## config.mk

```make
export PLATFORM = sky130hd
export DESIGN_NAME = multicycle_controller
export DESIGN_NICKNAME = d
export VERILOG_FILES = /design/src/rtl/riscv_pkg.sv /design/src/rtl/alu_decoder.sv /design/src/rtl/multicycle_controller.sv
export SDC_FILE = /design/constraint.sdc
export NUM_CORES = 1
export LEC_CHECK = 0
export ABC_CLOCK_PERIOD_IN_PS = 2540
export CAP_MARGIN = 20
export CORE_MARGIN = 1.5
export CORE_UTILIZATION = 41
export CTS_CLUSTER_DIAMETER = 80
export CTS_CLUSTER_SIZE = 25
export DETAILED_ROUTE_END_ITERATION = 8
export GPL_ROUTABILITY_DRIVEN = 0
export GPL_TIMING_DRIVEN = 0
export PLACE_DENSITY = 0.92
export RECOVER_POWER = 50
export SLEW_MARGIN = 20
export SYNTH_ARGS = -nofsm -noshare
export SYNTH_HDL_FRONTEND = slang
export SYNTH_HIERARCHICAL = 1
export SYNTH_SLANG_ARGS = --single-unit
```

## constraint.sdc

```tcl
create_clock -name clk_i -period 2.54 [get_ports clk_i]
set_input_delay 0.762 -clock clk_i [delete_from_list [all_inputs] [get_ports clk_i]]
set_output_delay 0.762 -clock clk_i [all_outputs]
set_load 0.01 [all_outputs]
```

## src/rtl/riscv_pkg.sv

```systemverilog
// Shared types and encodings for the multicycle RISC-V controller:
// FSM states, ALU operation codes, opcodes and datapath select values.
package riscv_pkg;

  typedef enum logic [3:0] {
    S_FETCH,
    S_DECODE,
    S_MEMADR,
    S_MEMREAD,
    S_MEMWB,
    S_MEMWRITE,
    S_EXECUTER,
    S_EXECUTEI,
    S_ALUWB,
    S_BEQ,
    S_JAL
  } state_e;

  typedef enum logic [2:0] {
    ALU_ADD = 3'b000,
    ALU_SUB = 3'b001,
    ALU_AND = 3'b010,
    ALU_OR  = 3'b011,
    ALU_XOR = 3'b100,
    ALU_SLT = 3'b101
  } alu_op_e;

  localparam logic [6:0] OP_LW   = 7'b0000011;
  localparam logic [6:0] OP_SW   = 7'b0100011;
  localparam logic [6:0] OP_R    = 7'b0110011;
  localparam logic [6:0] OP_I    = 7'b0010011;
  localparam logic [6:0] OP_JAL  = 7'b1101111;
  localparam logic [6:0] OP_BEQ  = 7'b1100011;

  localparam logic [1:0] SRC_A_PC     = 2'b00;
  localparam logic [1:0] SRC_A_OLDPC  = 2'b01;
  localparam logic [1:0] SRC_A_RS1    = 2'b10;

  localparam logic [1:0] SRC_B_RS2    = 2'b00;
  localparam logic [1:0] SRC_B_IMM    = 2'b01;
  localparam logic [1:0] SRC_B_FOUR   = 2'b10;

  localparam logic [1:0] RES_ALUOUT   = 2'b00;
  localparam logic [1:0] RES_DATA     = 2'b01;
  localparam logic [1:0] RES_ALURES   = 2'b10;

  localparam logic [1:0] IMM_I        = 2'b00;
  localparam logic [1:0] IMM_S        = 2'b01;
  localparam logic [1:0] IMM_B        = 2'b10;
  localparam logic [1:0] IMM_J        = 2'b11;

endpackage

```

## src/rtl/alu_decoder.sv

```systemverilog
// Maps funct3/funct7 bit 30 to an ALU operation for R- and I-type execute.
module alu_decoder
  import riscv_pkg::*;
(
  input  logic [2:0] funct3,
  input  logic       funct7b5,
  input  logic       op5,
  output alu_op_e    alu_op
);

  // Only R-type (op5=1) with bit 30 set is a subtract; addi never is.
  always_comb begin
    alu_op = ALU_ADD;
    unique case (funct3)
      3'b000:  alu_op = (op5 & funct7b5) ? ALU_SUB : ALU_ADD;
      3'b010:  alu_op = ALU_SLT;
      3'b100:  alu_op = ALU_XOR;
      3'b110:  alu_op = ALU_OR;
      3'b111:  alu_op = ALU_AND;
      default: alu_op = ALU_ADD;
    endcase
  end

endmodule

```

## src/rtl/multicycle_controller.sv

```systemverilog
// Moore control FSM for a multicycle RISC-V datapath; issues enables and
// mux selects per state, plus a same-cycle branch-taken PC write.
//
// state      | meaning
// FETCH      | read instruction, PC <= PC+4
// DECODE     | read registers, precompute branch target
// MEMADR     | compute load/store address
// MEMREAD    | read data memory
// MEMWB      | write loaded data to rd
// MEMWRITE   | write rs2 to data memory
// EXECUTER   | R-type ALU op
// EXECUTEI   | I-type ALU op
// ALUWB      | write ALU result to rd
// BEQ        | compare, take branch on zero
// JAL        | PC <= target, compute link
module multicycle_controller
  import riscv_pkg::*;
#(
  parameter  int XLen = 32,
  parameter  int NOps = 6,
  localparam int AluW = (XLen > 0) ? $clog2(NOps) : 1
) (
  input  logic            clk_i,
  input  logic            rst_ni,
  input  logic [6:0]      op_i,
  input  logic [2:0]      funct3_i,
  input  logic            funct7b5_i,
  input  logic            zero_i,
  output logic            pc_write_o,
  output logic            adr_src_o,
  output logic            mem_write_o,
  output logic            ir_write_o,
  output logic            reg_write_o,
  output logic [1:0]      result_src_o,
  output logic [1:0]      alu_src_a_o,
  output logic [1:0]      alu_src_b_o,
  output logic [1:0]      imm_src_o,
  output logic [AluW-1:0] alu_control_o
);

  state_e  state, state_next;
  alu_op_e funct_op, alu_op;
  logic    pc_update, branch, ir_write;

  alu_decoder u_alu_decoder (
    .funct3   (funct3_i),
    .funct7b5 (funct7b5_i),
    .op5      (op_i[5]),
    .alu_op   (funct_op)
  );

  always_ff @(posedge clk_i or negedge rst_ni) begin
    if (!rst_ni) state <= S_FETCH;
    else         state <= state_next;
  end

  always_comb begin
    state_next   = S_FETCH;
    pc_update    = 1'b0;
    branch       = 1'b0;
    ir_write     = 1'b0;
    adr_src_o    = 1'b0;
    mem_write_o  = 1'b0;
    reg_write_o  = 1'b0;
    result_src_o = RES_ALUOUT;
    alu_src_a_o  = SRC_A_PC;
    alu_src_b_o  = SRC_B_RS2;
    imm_src_o    = IMM_I;
    alu_op       = ALU_ADD;
    unique case (state)
      S_FETCH: begin
        state_next   = S_DECODE;
        ir_write     = 1'b1;
        alu_src_b_o  = SRC_B_FOUR;
        result_src_o = RES_ALURES;
        pc_update    = 1'b1;
      end
      S_DECODE: begin
        alu_src_a_o = SRC_A_OLDPC;
        alu_src_b_o = SRC_B_IMM;
        imm_src_o   = IMM_B;
        unique case (op_i)
          OP_LW, OP_SW: state_next = S_MEMADR;
          OP_R:         state_next = S_EXECUTER;
          OP_I:         state_next = S_EXECUTEI;
          OP_JAL:       state_next = S_JAL;
          OP_BEQ:       state_next = S_BEQ;
          default:      state_next = S_FETCH;
        endcase
      end
      S_MEMADR: begin
        state_next  = op_i[5] ? S_MEMWRITE : S_MEMREAD;
        alu_src_a_o = SRC_A_RS1;
        alu_src_b_o = SRC_B_IMM;
        imm_src_o   = op_i[5] ? IMM_S : IMM_I;
      end
      S_MEMREAD: begin
        state_next = S_MEMWB;
        adr_src_o  = 1'b1;
      end
      S_MEMWB: begin
        result_src_o = RES_DATA;
        reg_write_o  = 1'b1;
      end
      S_MEMWRITE: begin
        adr_src_o   = 1'b1;
        mem_write_o = 1'b1;
      end
      S_EXECUTER: begin
        state_next  = S_ALUWB;
        alu_src_a_o = SRC_A_RS1;
        alu_op      = funct_op;
      end
      S_EXECUTEI: begin
        state_next  = S_ALUWB;
        alu_src_a_o = SRC_A_RS1;
        alu_src_b_o = SRC_B_IMM;
        alu_op      = funct_op;
      end
      S_ALUWB: reg_write_o = 1'b1;
      S_BEQ: begin
        alu_src_a_o = SRC_A_RS1;
        alu_op      = ALU_SUB;
        branch      = 1'b1;
      end
      S_JAL: begin
        state_next  = S_ALUWB;
        alu_src_a_o = SRC_A_OLDPC;
        alu_src_b_o = SRC_B_FOUR;
        imm_src_o   = IMM_J;
        pc_update   = 1'b1;
      end
      default: state_next = S_FETCH;
    endcase
  end

  // Reset already holds FETCH; only the two architectural writes are masked.
  assign ir_write_o    = rst_ni & ir_write;
  assign pc_write_o    = rst_ni & (pc_update | (branch & zero_i));
  assign alu_control_o = AluW'(alu_op);

endmodule

```

# [Word level (Yosys, flattened, before mapping)]
# Index checks and enable logic that the tools add are counted.
[classes] n_reduce_logical=11 n_bitwise=5 eq_ne=20 n_mux=17
[op_table] op="4-bit case mux with 5 select lines" n=2
[op_table] op="4-bit by 3-bit equality test with 1-bit output, second input constant" n=4
[op_table] op="3-bit case mux with 5 select lines" n=1
[op_table] op="7-bit by 6-bit equality test with 1-bit output, second input constant" n=2
[op_table] op="7-bit equality test, second input constant" n=2
[op_table] op="4-bit equality test, second input constant" n=3
[op_table] op="2-bit case mux with 2 select lines" n=3
[op_table] op="2-bit OR reduction" n=6
[op_table] op="3-bit equality test, second input constant" n=3
[op_table] op="4-bit by 2-bit equality test with 1-bit output, second input constant" n=2
[op_table] op="1-bit 2-to-1 mux" n=8
[op_table] op="7-bit by 2-bit equality test with 1-bit output, second input constant" n=1
[op_table] op="7-bit by 5-bit equality test with 1-bit output, second input constant" n=1
[op_table] op="2-bit case mux with 3 select lines" n=1
[op_table] op="3-bit case mux with 2 select lines" n=1
[op_table] op="3-bit OR reduction" n=2
[op_table] op="1-bit bitwise AND" n=4
[op_table] op="4-bit by 1-bit equality test with 1-bit output, second input constant" n=1
[op_table] op="4-bit zero test" n=1
[op_table] op="4-bit OR reduction" n=1
[op_table] op="3-bit by 2-bit equality test with 1-bit output, second input constant" n=1
[op_table] op="3-bit zero test" n=1
[op_table] op="3-bit 2-to-1 mux" n=1
[op_table] op="1-bit bitwise OR" n=1
[totals] output_inout_bits=16 input_bits=14 register_bits=4 wordCells=54

# [Depth between registers and ports, before layout]
# Gate-level depths: netlist of run 1.
[logic_depth] word_depth=5 depth_mapped=5 mapped_depth_nobuf=3

# [Hierarchy]
# The synthesis of run 1 kept the hierarchy.
[modules_own_cells] mod="multicycle_controller" area_per_inst_um2=525.5 seq_area_each_um2=100.1 n_inst=1 cells_each=62
[modules_own_cells] mod="alu_decoder" area_per_inst_um2=36.3 seq_area_each_um2=0.0 n_inst=1 cells_each=6

# [Worst setup path before layout of run 1]
# No wires, ideal clock.
[synth_path] kind="input -> output" from="in funct3_i[2]" to="out alu_control_o[0]" cell_stages=3 path_buffers=0 path_slack_ns=0.537 required_ns=1.778 arrival_time_ns=1.241 path_cell_list="nand3b_1 > a21oi_1 > a32o_1"
[synth_via] elab_chain_len=3 elab_cells_between_ends=7 classes_between="eq/ne (4); mux (2); reduce/logical (1)"
[synth_lines] item="start, declared" line_no="multicycle_controller.sv:26" rtl="input logic [2:0] funct3_i,"
[synth_lines] item="3-bit equality test (tied with other cells)" line_no="alu_decoder.sv:14" rtl="unique case (funct3)"
[synth_lines] item="3-bit case mux with 5 select lines *" line_no="alu_decoder.sv:14"
[synth_lines] item="net funct_op[0]" line_no="multicycle_controller.sv:42" rtl="alu_op_e funct_op, alu_op;"
[synth_lines] item="3-bit case mux with 2 select lines *" line_no="multicycle_controller.sv:70" rtl="unique case (state)"
[synth_lines] item="end, declared" line_no="multicycle_controller.sv:38" rtl="output logic [AluW-1:0] alu_control_o"
# Mark *: on every way through the listed nets, which the timed path passes. The rest lies on a longest branch.

# [Final worst setup path of run 1]
[layout_path] from="in funct7b5_i" to="out alu_control_o[0]"
[layout_via] elab_chain_len=4
[layout_lines] item="start, declared" line_no="multicycle_controller.sv:27" rtl="input logic funct7b5_i,"
[layout_lines] item="1-bit bitwise AND" line_no="alu_decoder.sv:15" rtl="3'b000: alu_op = (op5 & funct7b5) ? ALU_SUB : ALU_ADD;"
[layout_lines] item="1-bit 2-to-1 mux" line_no="alu_decoder.sv:15"
[layout_lines] item="3-bit case mux with 5 select lines" line_no="alu_decoder.sv:14"
[layout_lines] item="net funct_op[0]" line_no="multicycle_controller.sv:42"
[layout_lines] item="3-bit case mux with 2 select lines" line_no="multicycle_controller.sv:70"
# The timed path passes the listed nets, and every way through them passes these cells.

==> metrics.md, run 1 <==
| Metric | Value |
|---|---|
| Biggest register | `state` |
| Worst vdd ir | `0.298 mV` |
| TritonCTS clock tree | `yes` |
| Sequential share of the synthesized area | `between 10% and 20%` |
| WL per Instance | `roughly 13 um` |
| GRT overflow | `0` |
| DRC Markers | `0` |
| Final WS setup | `between 0.03 and 0.04 ns` |
| P&R area growth vs syn | `55.9%` |
| Crit end category | `primary output` |
| Fmax | `400 MHz` |
| Root Driver | `clkbuf_4` |
| Status | `complete, no violations` |
| Switching Fraction | `between 30 and 40%` |
| H-Tree Depth | `1` |
| Critical path's top delay family | `buffers and inverters` |
| CTS sink count | `4` |
| Largest family of logic cells by synthesized area | `simple AND/OR/NAND/NOR gates` |
| Worst path cell trace | `clkdlybuf4s50_1 -> nand3b_1 -> a21oi_1 -> a32o_1 -> buf_2` |
| Final-report hold violation count | `0` |
| Final design utilization | `slightly below 70%` |
| I/O pins | `30` |
| Iter 0 DRT Violations | `7` |
| Compound-gate portion of the synthesized area | `between 10 and 15%` |
| Total wire length | `1450 um` |
| Register bit total from synthesis | `4` |
| Primary FF master, synth | `dfrtp_1` |
| Diode count | `0` |
| Crit path DAT | `~1.7 ns` |
| TritonCTS buffer count | `3` |
| Nets | `116` |
| Psw | `0.209 mW` |
| Via Count | `618` |
| CP Buf/Inv Count | `2` |
| Synthesized-area fraction occupied by adder cells | `0%` |
| PwrDens | `around 610 nW/um2` |
| Most frequent cell after synthesis | `nor2_1` |
| Synth Instances | `68` |
| Setup Skew | `~0.0054 ns` |
| Synth Area in Simple Gates | `roughly 46%` |
| Slew margin rel. | `approximately four fifths` |
| Unrepaired setup endpoints after global routing | `no` |
| Ys Warns | `6` |
| Vias/cell | `~5.4` |
| Largest net degree at the start of global routing | `11` |
| TritonRoute pass-1 iters | `4` |
| Clk pwr share | `~15%` |
| Vias in the first global route | `~530` |
| Largest area contributor in the netlist | `dfrtp_1` |
| Power consumption | `roughly 0.54 mW` |
| Startpoint type of the worst setup path | `primary input` |
| Initial antenna violation count | `0` |
| # setup viols final | `0` |
| Post-DP HPWL | `1140 um` |
| Critical path class | `primary input to primary output` |
| Leak Pwr | `just under 0.4 nW` |
| Non-filler cells, final | `roughly 120` |
| Critical Path RT | `between 1.5 and 2 ns` |
| Tightest Pin Transition | `slightly above 0.3 ns` |
| Core ar. | `about 1300 um2` |
| Largest regs | `state x4` |
| Dpl ws | `-0.511 ns` |
| Synth cell count leaders | `8 x nor2_1, 5 x nand2_1` |
| Mapped Nets | `82` |
| Cts hold-fix bufs | `0` |
| Final period util | `between 90% and 100%` |
| Main area contributors after synthesis | `dfrtp_1 18%, buf_6 8.0%, xnor2_1 6.2%` |
| Post-synth EDFFs | `0` |
| Remaining antenna violation count | `0` |
| Synth cell types | `33` |
| Combinational Power Share | `between 60% and 70%` |
| Chip Height | `approximately 40 um` |
| Mapped Area | `562 um2` |
| Int Pwr | `about 0.33 mW` |
| CP max stage cell | `clkdlybuf4s50_1` |
| Die width | `40.0 um` |
| Synth Area in XOR/XNOR | `under 10%` |
| I/O Buffers | `29` |
| Clock Pin Slew Worst Setup and Hold Paths | `~0.040 ns` |
| All-Layer GR Usage | `approximately 21%` |
| Largest register FFs | `4` |
| Min-delay worst type | `primary input to async pin` |
| Row Count | `13` |
| Placed Instances | `112` |
| Area of the die | `1600 um2` |
| Flop pwr share | `~18%` |
| Fin. max-slew vios | `0` |
| First-pass GRT wire length | `2080 um` |
| Fin crit period | `2.50 ns` |
| Post-synth ARST share | `100%` |
| CTS max path bufs | `2` |
| CP Max Fanout | `1` |
| Max incr delay on CP | `roughly 0.46 ns` |
| Share of cells above drive strength 1 | `21.0%` |
| Max-Cap Viols | `0` |
| Post-synthesis mux area share | `0%` |
| Post-synth top area share | `17.8%` |
| Avg Inst Size Synth | `between 8 and 9 um2` |
| Skew-Pair Late Insertion Delay | `approximately 0.24 ns` |
| Effective utilization at floorplan | `roughly 44%` |
## metal layers
metal | GRT usage [%] | wire length, um | part of all wire [%] | vias to the layer above
met5 | 0 | 0 | 0 | -
met4 | 16.4 | 36 | 2.5 | 0
met3 | 5.56 | 77 | 5.3 | 5
met2 | 34.7 | 752 | 52 | 25
met1 | 21.1 | 585 | 40 | 279
li1 | - | - | - | 309
## power by group through the flow
stage / logic (mW) / registers (mW) / clock network, mW
3_3_place_gp: 0.369 / 0.0915 / 0
6_report: 0.359 / 0.0957 / 0.0819
5_1_grt: 0.391 / 0.0982 / 0.0864
4_1_cts: 0.366 / 0.0944 / 0.0832
3_5_place_dp: 0.379 / 0.0935 / 0
2_1_floorplan: 0.214 / 0.0900 / 0
## cells by family (layout without fill, tap and decap cells)
kind of cell    after synthesis  count (layout)
simple gates                 39              39
compound gates               12              12
buf+inv                       8              40
xor+xnor                      5               5
flops                         4               4
## worst register-to-register path: stages (launching register included)
cell and delay [ns]:
dfrtp_1 0.36, buf_6 0.15, nor4b_4 0.34, nand4b_1 0.15, o21ai_1 0.10
## cell type report
class	count	area [um2]
Tap cell	15	18.8
Fill cell	117	409
Buffer	6	63.8
Sequential cell	4	101
Clock buffer	3	22.5
Multi-Input combinational cell	56	402
Inverter	2	7.51
Timing Repair Buffer	29	260
## what timing repair did
action / CTS / global route
pin swaps: 2 / 0
setup buffers: 0 / 0
gates cloned: 0 / 0
endpoints found under the setup margin: 9 / 6
resized for setup: 19 / 7
## placed cells by master, fill, tap and decap left out, types with 3 or more instances in the layout
master           Yosys  layout
clkbuf_4             0       3
clkdlybuf4s50_1      0      12
nor3_1               3       3
nand2_1              5       5
dfrtp_1              4       3
nor2_1               8       6
buf_6                4       5
dlygate4sd2_1        0       8
xnor2_1              4       4
nand3_1              4       4
## through the flow
stage | TNS, ns | hold slack, ns | cell area, um2
2_1_floorplan | 0 | 0.466 | 562
3_3_place_gp | -1.91 | 0.637 | 871
3_5_place_dp | -2.02 | 0.642 | 871
4_1_cts | 0 | 0.444 | 886
5_1_grt | 0 | 0.535 | 876
6_report | 0 | 0.510 | 876
## final timing paths
kind                       startpoint               end  slack (ns)  depth (start not counted)
max in group asynchronous      rst_ni          state[0]        1.82                          1
min in group clk_i           state[1]          state[3]        0.64                          3
max reg2reg                  state[2]          state[2]        1.37                          4
min                            rst_ni          state[3]        0.51                          1
min reg2reg                  state[1]          state[3]        0.64                          3
max                        funct7b5_i  alu_control_o[0]        0.04                          5
(Power assumes the default switching activity.)
==> run 2: changes to the inputs <==
TNS_END_PERCENT = 30   (was default)
==> results of run 2 <==
The final DEF is identical to that of run 1; final timing and power are the same.
==> run 3: changes to the inputs <==
==> constraint.sdc (replaced) <==
create_clock -name clk_i -period 2.54 [get_ports clk_i]
set_input_delay 0.254 -clock clk_i [delete_from_list [all_inputs] [get_ports clk_i]]
set_output_delay 0.254 -clock clk_i [all_outputs]
set_load 0.01 [all_outputs]
==> run 3 against run 2 <==
- sequential power fell by 4.3%
- critical endpoint is now alu_src_b_o[0]
- utilization fell by 0.39 points
- sequential cell count did not move
- clock skew barely moved
- wire length fell by 0.76%
- sequential share of layout area fell by 0.077 points
- via count did not move
==> metrics.md, run 3 (synthesis results as in run 1) <==
| Metric | Value |
|---|---|
| Status | `complete, no violations` |
| Skew-Pair Late Insertion Delay | `roughly 0.24 ns` |
| Cts hold-fix bufs | `0` |
| Largest regs | `state x4` |
| Setup TNS | `0 ns` |
| CP Max Fanout | `8` |
| CTS max path bufs | `2` |
| PwrDens | `just over 600 nW/um2` |
| Placed instance area | `approximately 870 um2` |
| Die width | `roughly 40 um` |
| P&R area growth vs syn | `55.0%` |
| Setup Skew | `approximately 0.0057 ns` |
| Final WS setup | `~0.38 ns` |
| Initial antenna violation count | `0` |
| Startpoint type of the worst setup path | `register` |
| First-pass GRT wire length | `about 2100 um` |
| Total wire length | `1440 um` |
| CTS sink count | `4` |
| H-Tree Depth | `1` |
| Leak Pwr | `roughly 0.35 nW` |
| Vias/cell | `between 5 and 6` |
| Remaining antenna violation count | `0` |
| Critical path class | `register to primary output` |
| Fin. max-slew vios | `0` |
| DRC Markers | `0` |
| Final design utilization | `about two thirds` |
| Effective utilization at floorplan | `a little over two fifths` |
| Diode count | `0` |
| GRT overflow | `0` |
| Area of the die | `1600 um2` |
| Worst hold margin | `0.298 ns` |
| Biggest register | `state` |
| I/O Buffers | `29` |
| Fillers | `roughly 110` |
| Min-delay worst type | `primary input to async pin` |
| Max-Cap Viols | `0` |
| Critical Path RT | `approximately 2.3 ns` |
| Nets | `roughly 120` |
| Iter 0 DRT Violations | `9` |
| Fin crit period | `2.16 ns` |
| Final-report hold violation count | `0` |
| Design area | `871 um2` |
| I/O pins | `30` |
| Crit end category | `primary output` |
| Fmax | `about 460 MHz` |
| Largest net degree at the start of global routing | `11` |
| Row Count | `13` |
| TritonRoute pass-1 iters | `4` |
| Root Driver | `clkbuf_4` |
| Post-CTS Resized | `0` |
| WL per Instance | `~13 um` |
| Tightest Pin Transition | `0.684 ns` |
| Post-CTS Setup Bufs | `0` |
| Share of cells above drive strength 1 | `about an eighth` |
| Post-DP HPWL | `about 1100 um` |
| Most frequent cells in the layout | `23 x clkdlybuf4s50_1, 8 x nor2_1, 6 x dlygate4sd3_1, 5 x nand2_1` |
| Dpl ws | `0.505 ns` |
| Final period util | `85.0%` |
| TritonCTS buffer count | `3` |
| Clock Pin Slew Worst Setup and Hold Paths | `~0.04 ns` |
| TritonCTS clock tree | `yes` |
| Slew margin rel. | `around 54%` |
| Crit path DAT | `around 1.9 ns` |
| # setup viols final | `0` |
| Unrepaired setup endpoints after global routing | `no` |
| Largest register FFs | `4` |
| Most common cell after layout, fill and taps aside | `clkdlybuf4s50_1` |
| Via Count | `approximately 620` |
| Worst vdd ir | `between 0.2 and 0.3 mV` |
| Vias in the first global route | `roughly 530` |
| Core ar. | `around 1300 um2` |
| All-Layer GR Usage | `between 20 and 25%` |
| Chip Height | `about 40 um` |
run 3: cell types whose count changed in the layout (fill, tap and decap cells not counted), moves of 2 or more:
cell / previous run / this run
nor2_1: 6 / 8
dlygate4sd3_1: 2 / 6
clkdlybuf4s25_1: 2 / 0
clkdlybuf4s50_1: 12 / 23
buf_6: 5 / 3
nor2_2: 2 / 0
dlygate4sd2_1: 8 / 0
run 3: path summary, 6_finish.rpt:
path                       startpoint             end  slack, ns  cells past startpoint
max reg2reg                  state[2]        state[2]       0.90                      4
min reg2reg                  state[1]        state[3]       0.64                      3
max                          state[2]  alu_src_b_o[0]       0.38                      5
max in group asynchronous      rst_ni        state[2]       2.05                      1
min                            rst_ni        state[3]       0.30                      1
min in group clk_i            op_i[0]        state[3]       0.62                      3
run 3: cell type report:
class	count	area [um2]	area share (%)
multi-input combinational	56	379	43.5
timing repair buffer	29	290	33.3
sequential	4	100	11.5
buffer	6	52.6	6.03
clock buffer	3	22.5	2.59
tap	15	18.8	2.16
inverter	2	7.51	0.862
run 3: per-stage QoR:
| step | power, mW | std cells |
|---|---|---|
| CTS | 0.556 | 115 |
| global route | 0.568 | 115 |
| floorplan | 0.304 | 68 |
| global placement | 0.460 | 112 |
| finish | 0.530 | 115 |
| detailed placement | 0.472 | 112 |
run 3: critical path: stages (launching register included):
cell and delay, ns:
dfrtp_1 0.31, clkbuf_1 0.39, xnor2_1 0.20, nand2_1 0.08, a21oi_1 0.15, clkdlybuf4s50_1 0.55
run 3: per-layer routing:
layer / routed length [um] / up-vias / part of all wire, % / global-route usage [%]
met5: 0 / - / 0 / 0
met4: 36 / 0 / 2.5 / 16.4
met3: 83 / 5 / 5.8 / 5.56
met2: 745 / 27 / 52 / 34.7
met1: 575 / 277 / 40 / 21.4
li1: - / 309 / - / -
run 3: power breakdown:
group          internal, mW  total (mW)  switching (mW)
sequential           0.0741      0.0916          0.0175
clock                0.0530      0.0820          0.0290
combinational         0.200       0.356           0.156
